File: src/rtl/pwm_pkg.sv
// Shared PWM definitions: duty width, full-scale default and the
// decoder state encoding used by pwm_duty_decoder and its consumers.
package pwm_pkg;

    localparam int DUTY_WIDTH = 11;
    localparam int PWM_MAX_VALUE_DEFAULT = 1200;

    typedef enum logic [2:0] {
        SEEK,
        HIGH,
        LOW,
        STUCK_HIGH,
        STUCK_LOW
    } pwm_dec_state_t;

    function automatic logic [DUTY_WIDTH-1:0] sat_duty(
        input int unsigned cnt,
        input int unsigned max_val
    );
        if (cnt > max_val)
            return DUTY_WIDTH'(max_val);
        return DUTY_WIDTH'(cnt);
    endfunction

endpackage

File: src/rtl/sync_edge_detect.sv
// Synchronizes an async input and produces registered level/rise/fall.
// Ports: clk, rst (sync, active-high), din in; lvl, rise, fall out.
module sync_edge_detect #(
    parameter int SYNC_STAGES = 2
) (
    input  logic clk,
    input  logic rst,
    input  logic din,
    output logic lvl,
    output logic rise,
    output logic fall
);

    logic [SYNC_STAGES-1:0] sync_q;
    logic [SYNC_STAGES:0]   fill_q;
    logic                   lvl_q;
    logic                   rise_q;
    logic                   fall_q;
    logic                   sync_out;
    logic                   armed;

    assign sync_out = sync_q[SYNC_STAGES-1];

    // Strobes stay blanked until the synchronizer and the level flop
    // both hold real samples, so leaving reset never looks like an edge.
    assign armed = fill_q[SYNC_STAGES];

    always_ff @(posedge clk) begin
        if (rst) begin
            sync_q <= '0;
            fill_q <= '0;
            lvl_q  <= 1'b0;
            rise_q <= 1'b0;
            fall_q <= 1'b0;
        end else begin
            sync_q <= {sync_q[SYNC_STAGES-2:0], din};
            fill_q <= {fill_q[SYNC_STAGES-1:0], 1'b1};
            lvl_q  <= sync_out;
            rise_q <= armed & sync_out & ~lvl_q;
            fall_q <= armed & ~sync_out & lvl_q;
        end
    end

    assign lvl  = lvl_q;
    assign rise = rise_q;
    assign fall = fall_q;

endmodule

File: src/rtl/pwm_duty_decoder.sv
// Measures PWM high time and period, publishing once per period, with
// stuck-high/stuck-low detection.
// Ports: clk, rst (sync, active-high), pwm_in (async) in;
//        measured_duty, measured_period, sample_valid,
//        stuck_high, stuck_low out (all registered).
module pwm_duty_decoder
    import pwm_pkg::*;
#(
    parameter int PWM_MAX_VALUE  = PWM_MAX_VALUE_DEFAULT,
    parameter int TIMEOUT_CYCLES = 2400,
    parameter int SYNC_STAGES    = 2,
    parameter int PERIOD_WIDTH   = 13
) (
    input  logic                    clk,
    input  logic                    rst,
    input  logic                    pwm_in,
    output logic [DUTY_WIDTH-1:0]   measured_duty,
    output logic [PERIOD_WIDTH-1:0] measured_period,
    output logic                    sample_valid,
    output logic                    stuck_high,
    output logic                    stuck_low
);

    localparam int CNT_W = $clog2(TIMEOUT_CYCLES + 1);
    localparam logic [CNT_W-1:0] TIMEOUT = CNT_W'(TIMEOUT_CYCLES);
    localparam logic [CNT_W-1:0] ONE     = CNT_W'(1);
    localparam logic [DUTY_WIDTH-1:0] FULL_DUTY =
        DUTY_WIDTH'(PWM_MAX_VALUE);

    logic lvl;
    logic rise;
    logic fall;

    sync_edge_detect #(
        .SYNC_STAGES(SYNC_STAGES)
    ) u_sync (
        .clk  (clk),
        .rst  (rst),
        .din  (pwm_in),
        .lvl  (lvl),
        .rise (rise),
        .fall (fall)
    );

    pwm_dec_state_t   state;
    logic [CNT_W-1:0] high_cnt;
    logic [CNT_W-1:0] low_cnt;

    logic [PERIOD_WIDTH-1:0] period_sum;
    logic [DUTY_WIDTH-1:0]   duty_sat;

    // Both counts are bounded by TIMEOUT, so the sum fits by construction.
    assign period_sum = PERIOD_WIDTH'(high_cnt) + PERIOD_WIDTH'(low_cnt);
    assign duty_sat   = sat_duty(32'(high_cnt), PWM_MAX_VALUE);

    always_ff @(posedge clk) begin
        if (rst) begin
            state           <= SEEK;
            high_cnt        <= '0;
            low_cnt         <= '0;
            measured_duty   <= '0;
            measured_period <= '0;
            sample_valid    <= 1'b0;
            stuck_high      <= 1'b0;
            stuck_low       <= 1'b0;
        end else begin
            sample_valid <= 1'b0;
            unique case (state)
                SEEK: begin
                    // First rise only starts a measurement; no publish.
                    if (rise) begin
                        state    <= HIGH;
                        high_cnt <= ONE;
                    end else if (low_cnt >= TIMEOUT) begin
                        state           <= STUCK_LOW;
                        stuck_low       <= 1'b1;
                        measured_duty   <= '0;
                        measured_period <= '0;
                        sample_valid    <= 1'b1;
                    end else if (!lvl) begin
                        low_cnt <= low_cnt + ONE;
                    end
                end
                HIGH: begin
                    if (fall) begin
                        state   <= LOW;
                        low_cnt <= ONE;
                    end else if (high_cnt >= TIMEOUT) begin
                        state           <= STUCK_HIGH;
                        stuck_high      <= 1'b1;
                        measured_duty   <= FULL_DUTY;
                        measured_period <= '0;
                        sample_valid    <= 1'b1;
                    end else begin
                        high_cnt <= high_cnt + ONE;
                    end
                end
                LOW: begin
                    if (rise) begin
                        state           <= HIGH;
                        high_cnt        <= ONE;
                        measured_duty   <= duty_sat;
                        measured_period <= period_sum;
                        sample_valid    <= 1'b1;
                    end else if (low_cnt >= TIMEOUT) begin
                        state           <= STUCK_LOW;
                        stuck_low       <= 1'b1;
                        measured_duty   <= '0;
                        measured_period <= '0;
                        sample_valid    <= 1'b1;
                    end else begin
                        low_cnt <= low_cnt + ONE;
                    end
                end
                STUCK_HIGH: begin
                    if (fall) begin
                        state      <= LOW;
                        low_cnt    <= ONE;
                        stuck_high <= 1'b0;
                    end
                end
                STUCK_LOW: begin
                    if (rise) begin
                        state     <= HIGH;
                        high_cnt  <= ONE;
                        stuck_low <= 1'b0;
                    end
                end
                default: begin
                    state <= SEEK;
                end
            endcase
        end
    end

endmodule

File: config.mk
export PLATFORM = sky130hd
export DESIGN_NAME = pwm_duty_decoder
export DESIGN_NICKNAME = d
export VERILOG_FILES = /design/src/rtl/pwm_pkg.sv /design/src/rtl/sync_edge_detect.sv /design/src/rtl/pwm_duty_decoder.sv
export SDC_FILE = /design/constraint.sdc
export NUM_CORES = 1
export LEC_CHECK = 0
export BUFFER_PORTS_ARGS = -buffer_cell sky130_fd_sc_hd__buf_4
export CAP_MARGIN = 0
export CORE_MARGIN = 4
export CORE_UTILIZATION = 50
export CTS_BUF_LIST = sky130_fd_sc_hd__clkbuf_8 sky130_fd_sc_hd__clkbuf_16
export CTS_CLUSTER_DIAMETER = 100
export CTS_CLUSTER_SIZE = 12
export DETAILED_ROUTE_END_ITERATION = 8
export PLACE_DENSITY = 0.69
export SLEW_MARGIN = 20
export SYNTH_ARGS = -nofsm -noshare
export SYNTH_HDL_FRONTEND = slang
export SYNTH_SLANG_ARGS = --single-unit
File: constraint.sdc
create_clock -name clk -period 4.01 [get_ports clk]
set_input_delay 0.401 -clock clk [delete_from_list [all_inputs] [get_ports clk]]
set_output_delay 0.401 -clock clk [all_outputs]
set_load 0.005 [all_outputs]
# Word level (Yosys, flattened, before mapping)
# Index checks and enable logic that the tools add are counted.
# classes
add_sub_neg	3
order_cmp	3
n_eq_ne	20
muxes	48
bitwise_logic	6
reduce_logical	15
# op_table
op	n
$mux W12	9
$mux W11	7
$mux W13	5
$pmux W13 S3	1
$pmux W12 S3	1
$pmux W11 S3	1
$add A12 B1 Y12 const B	2
$ge A12 B12 Y1 const B	2
$pmux W12 S2	1
$reduce_and A4 Y1	5
$mux W3	6
$ne A2 B2 Y1 const B	9
$add A12 B12 Y13	1
$mux W1	13
$gt A12 B11 Y1 const B	1
$pmux W3 S4	1
$ne A2 B1 Y1 const B	5
$reduce_and A7 Y1	1
$eq A3 B2 Y1 const B	2
$reduce_bool A2 Y1	3
$reduce_bool A3 Y1	2
$and A1 B1 Y1	4
$pmux W1 S2	2
$reduce_or A2 Y1	2
8 further kinds	9
# totals
register_bits	62
inputBits	3
output_inout_bits	27
word_cells	109

# Logic depth before layout (Yosys ltp)
# logic_depth
ltp_word	5
mapped_depth	8
depth_no_buf	7

# By module
# From an unflattened synthesis, not the netlist that was laid out.
# hier_totals
hier_cells	357
hier_area_um2	3178.0
# modules_own_cells
mod	n_inst	cells_each	area_each_um2	seq_area_each_um2
pwm_duty_decoder	1	341	2945.3	1081.0
sync_edge_detect	1	16	232.7	160.2

# Least setup slack after synthesis
# No wires, ideal clock.
# synth_path
path_type	reg2reg
start	reg high_cnt[0]
end	reg measured_period[10]
setup_ns	0.079
arrival_time_ns	2.110
required_time_ns	3.931
setup_slack_ns	1.822
stages_incl_launch_ff	8
n_path_buf	0
period_less_slack_ns	2.188
cell_sequence	dfxtp_1 -> ha_1 -> fa_1 -> a21o_1 -> a221oi_1 -> o21ai_1 -> a2111o_1 -> o211ai_1
# synth_via
elab_chain_cells	3
elab_cells_between_ends	6
cone_classes	add/sub (1); order compare (1); eq/ne (1); mux (2); reduce/logical (1)
# synth_lines
element	line_no	source
start, declared	pwm_duty_decoder.sv:46	logic [CNT_W-1:0] high_cnt;
start signal, assigned	pwm_duty_decoder.sv:95	high_cnt <= high_cnt + ONE;
$add A12 B12 Y13 or $ge A12 B12 Y1 (tied branches)	pwm_duty_decoder.sv:53, pwm_duty_decoder.sv:88	
$mux W13 or $ne A2 B2 Y1 (tied branches)	n/a	
$pmux W13 S3 or $reduce_and A4 Y1 (tied branches)	n/a	
end signal, assigned	pwm_duty_decoder.sv:103	measured_period <= period_sum;
end, declared	pwm_duty_decoder.sv:18	output logic [PERIOD_WIDTH-1:0] measured_period,
# Parallel ways exist; a longest one is shown, timed or not.
# A chain may end at the register's enable or synchronous reset.

# Worst setup path in the final report
# Ends and elaborated chain as after synthesis.

==> summary.txt <==
Outcome
  – Status: finished clean

Final layout
  – Area grow syn2layout: 14.4%
  – Register Area: 1240 um^2
  – Multi-input combinational cell area: 1910 um^2
  – Antenna Cells: 0
  – Share of cells above drive strength 1: 12.9%
  – Fill cells: 576
  – # nets final: 418

STA
  – Slew of the pin with the lowest slew margin: 959 ps
  – Fin. max-slew vios: 0
  – RSZ-0062 raised after global routing: false
  – Sum Neg Setup Slack: 0 ps
  – Max Fclk: 418 MHz
  – Worst slew margin: 35.6%
  – Final hold vios: 0
  – Final Setup Violations: 0
  – Fin crit share: 59.7%
  – Final setup skew: 6.59 ps
  – Final Critical Period: 2390 ps

Placement
  – RePlAce Congestion: 0.894
  – Dpl hpwl: 5700 um
  – PortBufs: 29

Yosys
  – Syn_nets: 394
  – Post-synthesis sequential area ratio: 37.9%
  – Yosys top cell area share: 37.9%
  – Top_reg_cell synth: dfxtp_1
  – Library cells used by synthesis: 61
  – Mapped Area: 3280 um^2
  – Top post-synthesis cells by area: dfxtp_1 38%, ha_1 6.1%, a21oi_1 4.6%
  – Synthesized flop and latch total: 62
  – Area leader, netlist: dfxtp_1
  – Syn Area/Cell: 8.76 um^2
  – Ys async rst share: 0%
  – Synth Instances: 374
  – Number of synthesized flops with an enable pin: 0
  – Warnings from Yosys: 0

Clock network
  – CTS resizes: 0
  – CTS tree: built
  – Clock Sinks: 62
  – Clock latency on the worst-skew pair: 350 ps
  – Setup bufs post-CTS: 0
  – Htree depth: 3
  – Total CTS buffers: 9
  – Max clock buf depth: 2
  – Hold buffers post-CTS: 0
  – Root Buffer: clkbuf_8
  – Clock slew at reported path FFs: 70 ps

Global routing
  – First-pass GRT wire length: 12,700 um
  – Largest net degree at the start of global routing: 24
  – Vias in the first global route: 2,611
  – GRT Overall Usage: 21.1%
  – Remaining Overflow, GRT: 0
  – Initial antenna violation count: 0

Worst hold path
  – WHS Endpoint: u_sync.sync_q[0]
  – Hold Startpoint: pwm_in
  – Min-Delay Path Depth: 2
  – Min-delay worst type: in2reg

Worst setup path
  – Crit. End Element: flop
  – Worst Setup SP: high_cnt[0]
  – CP arrival: 2660 ps
  – Kind of critical path: reg2reg
  – Worst Path Required: 4280 ps
  – CP Launch Type: flop
  – R2R Setup Slk: 1620 ps
  – Critical path peak fanout: 6
  – Worst R2R Path Depth: 7
  – Reg-to-reg startpoint: high_cnt[0]
  – R2R Path End: measured_period[10]

Floorplanning
  – Die Ht: 88.9 um
  – Core ar.: 6350 um^2
  – Die X: 88.9 um
  – I/O pin count: 30
  – Die area: 7910 um^2
  – Row Count: 29
  – Initial Util: 51.6%

Detailed routing
  – Drt drc: 0
  – 1st-iter DRT viols: 142
  – Post-route ant nets: 0
  – DRT Pass-1 Iters: 4
  – Wire per inst: 16.6 um
  – Post-DR vias/cell: 6.12
  – DR vias: 2,939
  – Overall routed net length: 7950 um

Flow run
  – MaxCap Viol Count: 0

Power
  – VDD IR-drop max: 0.204 mV
  – Final Power: 1.25 mW
  – Lkg Pwr: 1.54 nW
  – Power Density: 335 nW/um^2
-- cell usage in the layout (no fill, tap or decap), types with 11 or more instances in the layout --
cell	instances
clkbuf_8	11
o21ai_1	13
dfxtp_1	62
a22o_1	15
a21oi_1	30
ha_1	16
nor2_1	29
buf_4	30
inv_1	16
nand2_1	22
-- layer usage --
| layer | up-vias | wire (um) | track usage, % | part of all wire [%] |
|---|---|---|---|---|
| met3 | 13 | 419 | 5.81 | 5.3 |
| met2 | 83 | 3510 | 31.8 | 44 |
| met4 | 0 | 131 | 8.39 | 1.6 |
| met1 | 1376 | 3890 | 28.7 | 49 |
| li1 | 1467 | - | - | - |
| met5 | - | 0 | 0 | 0 |
-- cells by family (layout without fill, tap and decap cells) --
group,after synthesis,after routing,share of synthesized area [%]
AOI/OAI and AO/OA,130,130,28.6
xor gates and xnor gates,6,6,1.60
adders and majority gates,17,17,6.72
buffers and inverters,33,62,3.86
DFF,62,62,37.9
muxes,2,2,0.611
and+or+nand+nor,124,124,20.7
-- area by class of cell --
cell class | instances | share of cell area [%]
Timing Repair Buffer | 30 | 6.01
Clock buffer | 11 | 4.04
Tap cell | 77 | 2.57
Clock inverter | 5 | 1.54
Multi-Input combinational cell | 279 | 51.1
Sequential cell | 62 | 33.1
Inverter | 16 | 1.60
-- registers in the layout, indices dropped and copies added, names as in the netlist --
| register | cells |
|---|---|
| u_sync.fall | 1 |
| u_sync.fill_q | 3 |
| stuck_low | 1 |
| measured_duty | 11 |
| u_sync.rise | 1 |
| u_sync.lvl | 1 |
| high_cnt | 12 |
| stuck_high | 1 |
| measured_period | 13 |
| sample_valid | 1 |
| u_sync.sync_q | 2 |
| low_cnt | 12 |
| state | 3 |
-- synth_stat cells (3+ instances only) --
| library cell | number |
|---|---|
| dfxtp_1 | 62 |
| a21oi_1 | 30 |
| nor2_1 | 29 |
| nand2_1 | 22 |
| ha_1 | 16 |
| inv_1 | 16 |
| a22o_1 | 15 |
| clkbuf_1 | 13 |
| o21ai_1 | 13 |
| a21o_1 | 9 |
| nand3_1 | 9 |
| nor2b_1 | 9 |
| o21ai_0 | 9 |
| o31ai_1 | 9 |
| or3_1 | 9 |
| nand4_1 | 6 |
| nor3b_1 | 6 |
| o211ai_1 | 6 |
| or4_1 | 6 |
| and3_1 | 4 |
| xor2_1 | 4 |
| a211oi_1 | 3 |
| a31oi_1 | 3 |
| and2_1 | 3 |
| and4_1 | 3 |
| nor3_1 | 3 |
| nor4_1 | 3 |
| nor4b_1 | 3 |
| o21a_1 | 3 |
| o2bb2ai_1 | 3 |
-- metrics by stage --
stage	setup slack [ps]	instances	cell area (um^2)	hold WS [ps]	util (%)
3_3_place_gp	1670	464	3540	418	55.7
4_1_cts	1620	480	3750	254	59.0
6_report	1620	480	3750	258	59.0
3_5_place_dp	1640	464	3540	428	55.7
2_1_floorplan	1820	374	3280	408	-
5_1_grt	1450	480	3750	249	59.0
-- worst max-delay path, stage by stage (launching register included) --
cell,delay [ps]
dfxtp_1,370
ha_1,250
fa_1,410
a21o_1,210
a221oi_1,370
o21ai_1,170
a2111o_1,440
o211ai_1,100
-- worst max-delay path by stage --
stage,to,cells after the start,slack (ps)
2_1_floorplan,measured_period[10],7,1820
5_1_grt,measured_period[10],7,1450
4_1_cts,measured_period[10],7,1620
3_5_place_dp,measured_period[10],7,1640
3_3_place_gp,measured_period[10],7,1670
6_report,measured_period[10],7,1620
-- power by group --
group          internal [mW]  total [mW]  switching, mW
clock                  0.319       0.580          0.261
sequential             0.623       0.632        0.00932
combinational         0.0151      0.0413         0.0262
total                  0.957        1.25          0.296
(Power assumes the default switching activity.)
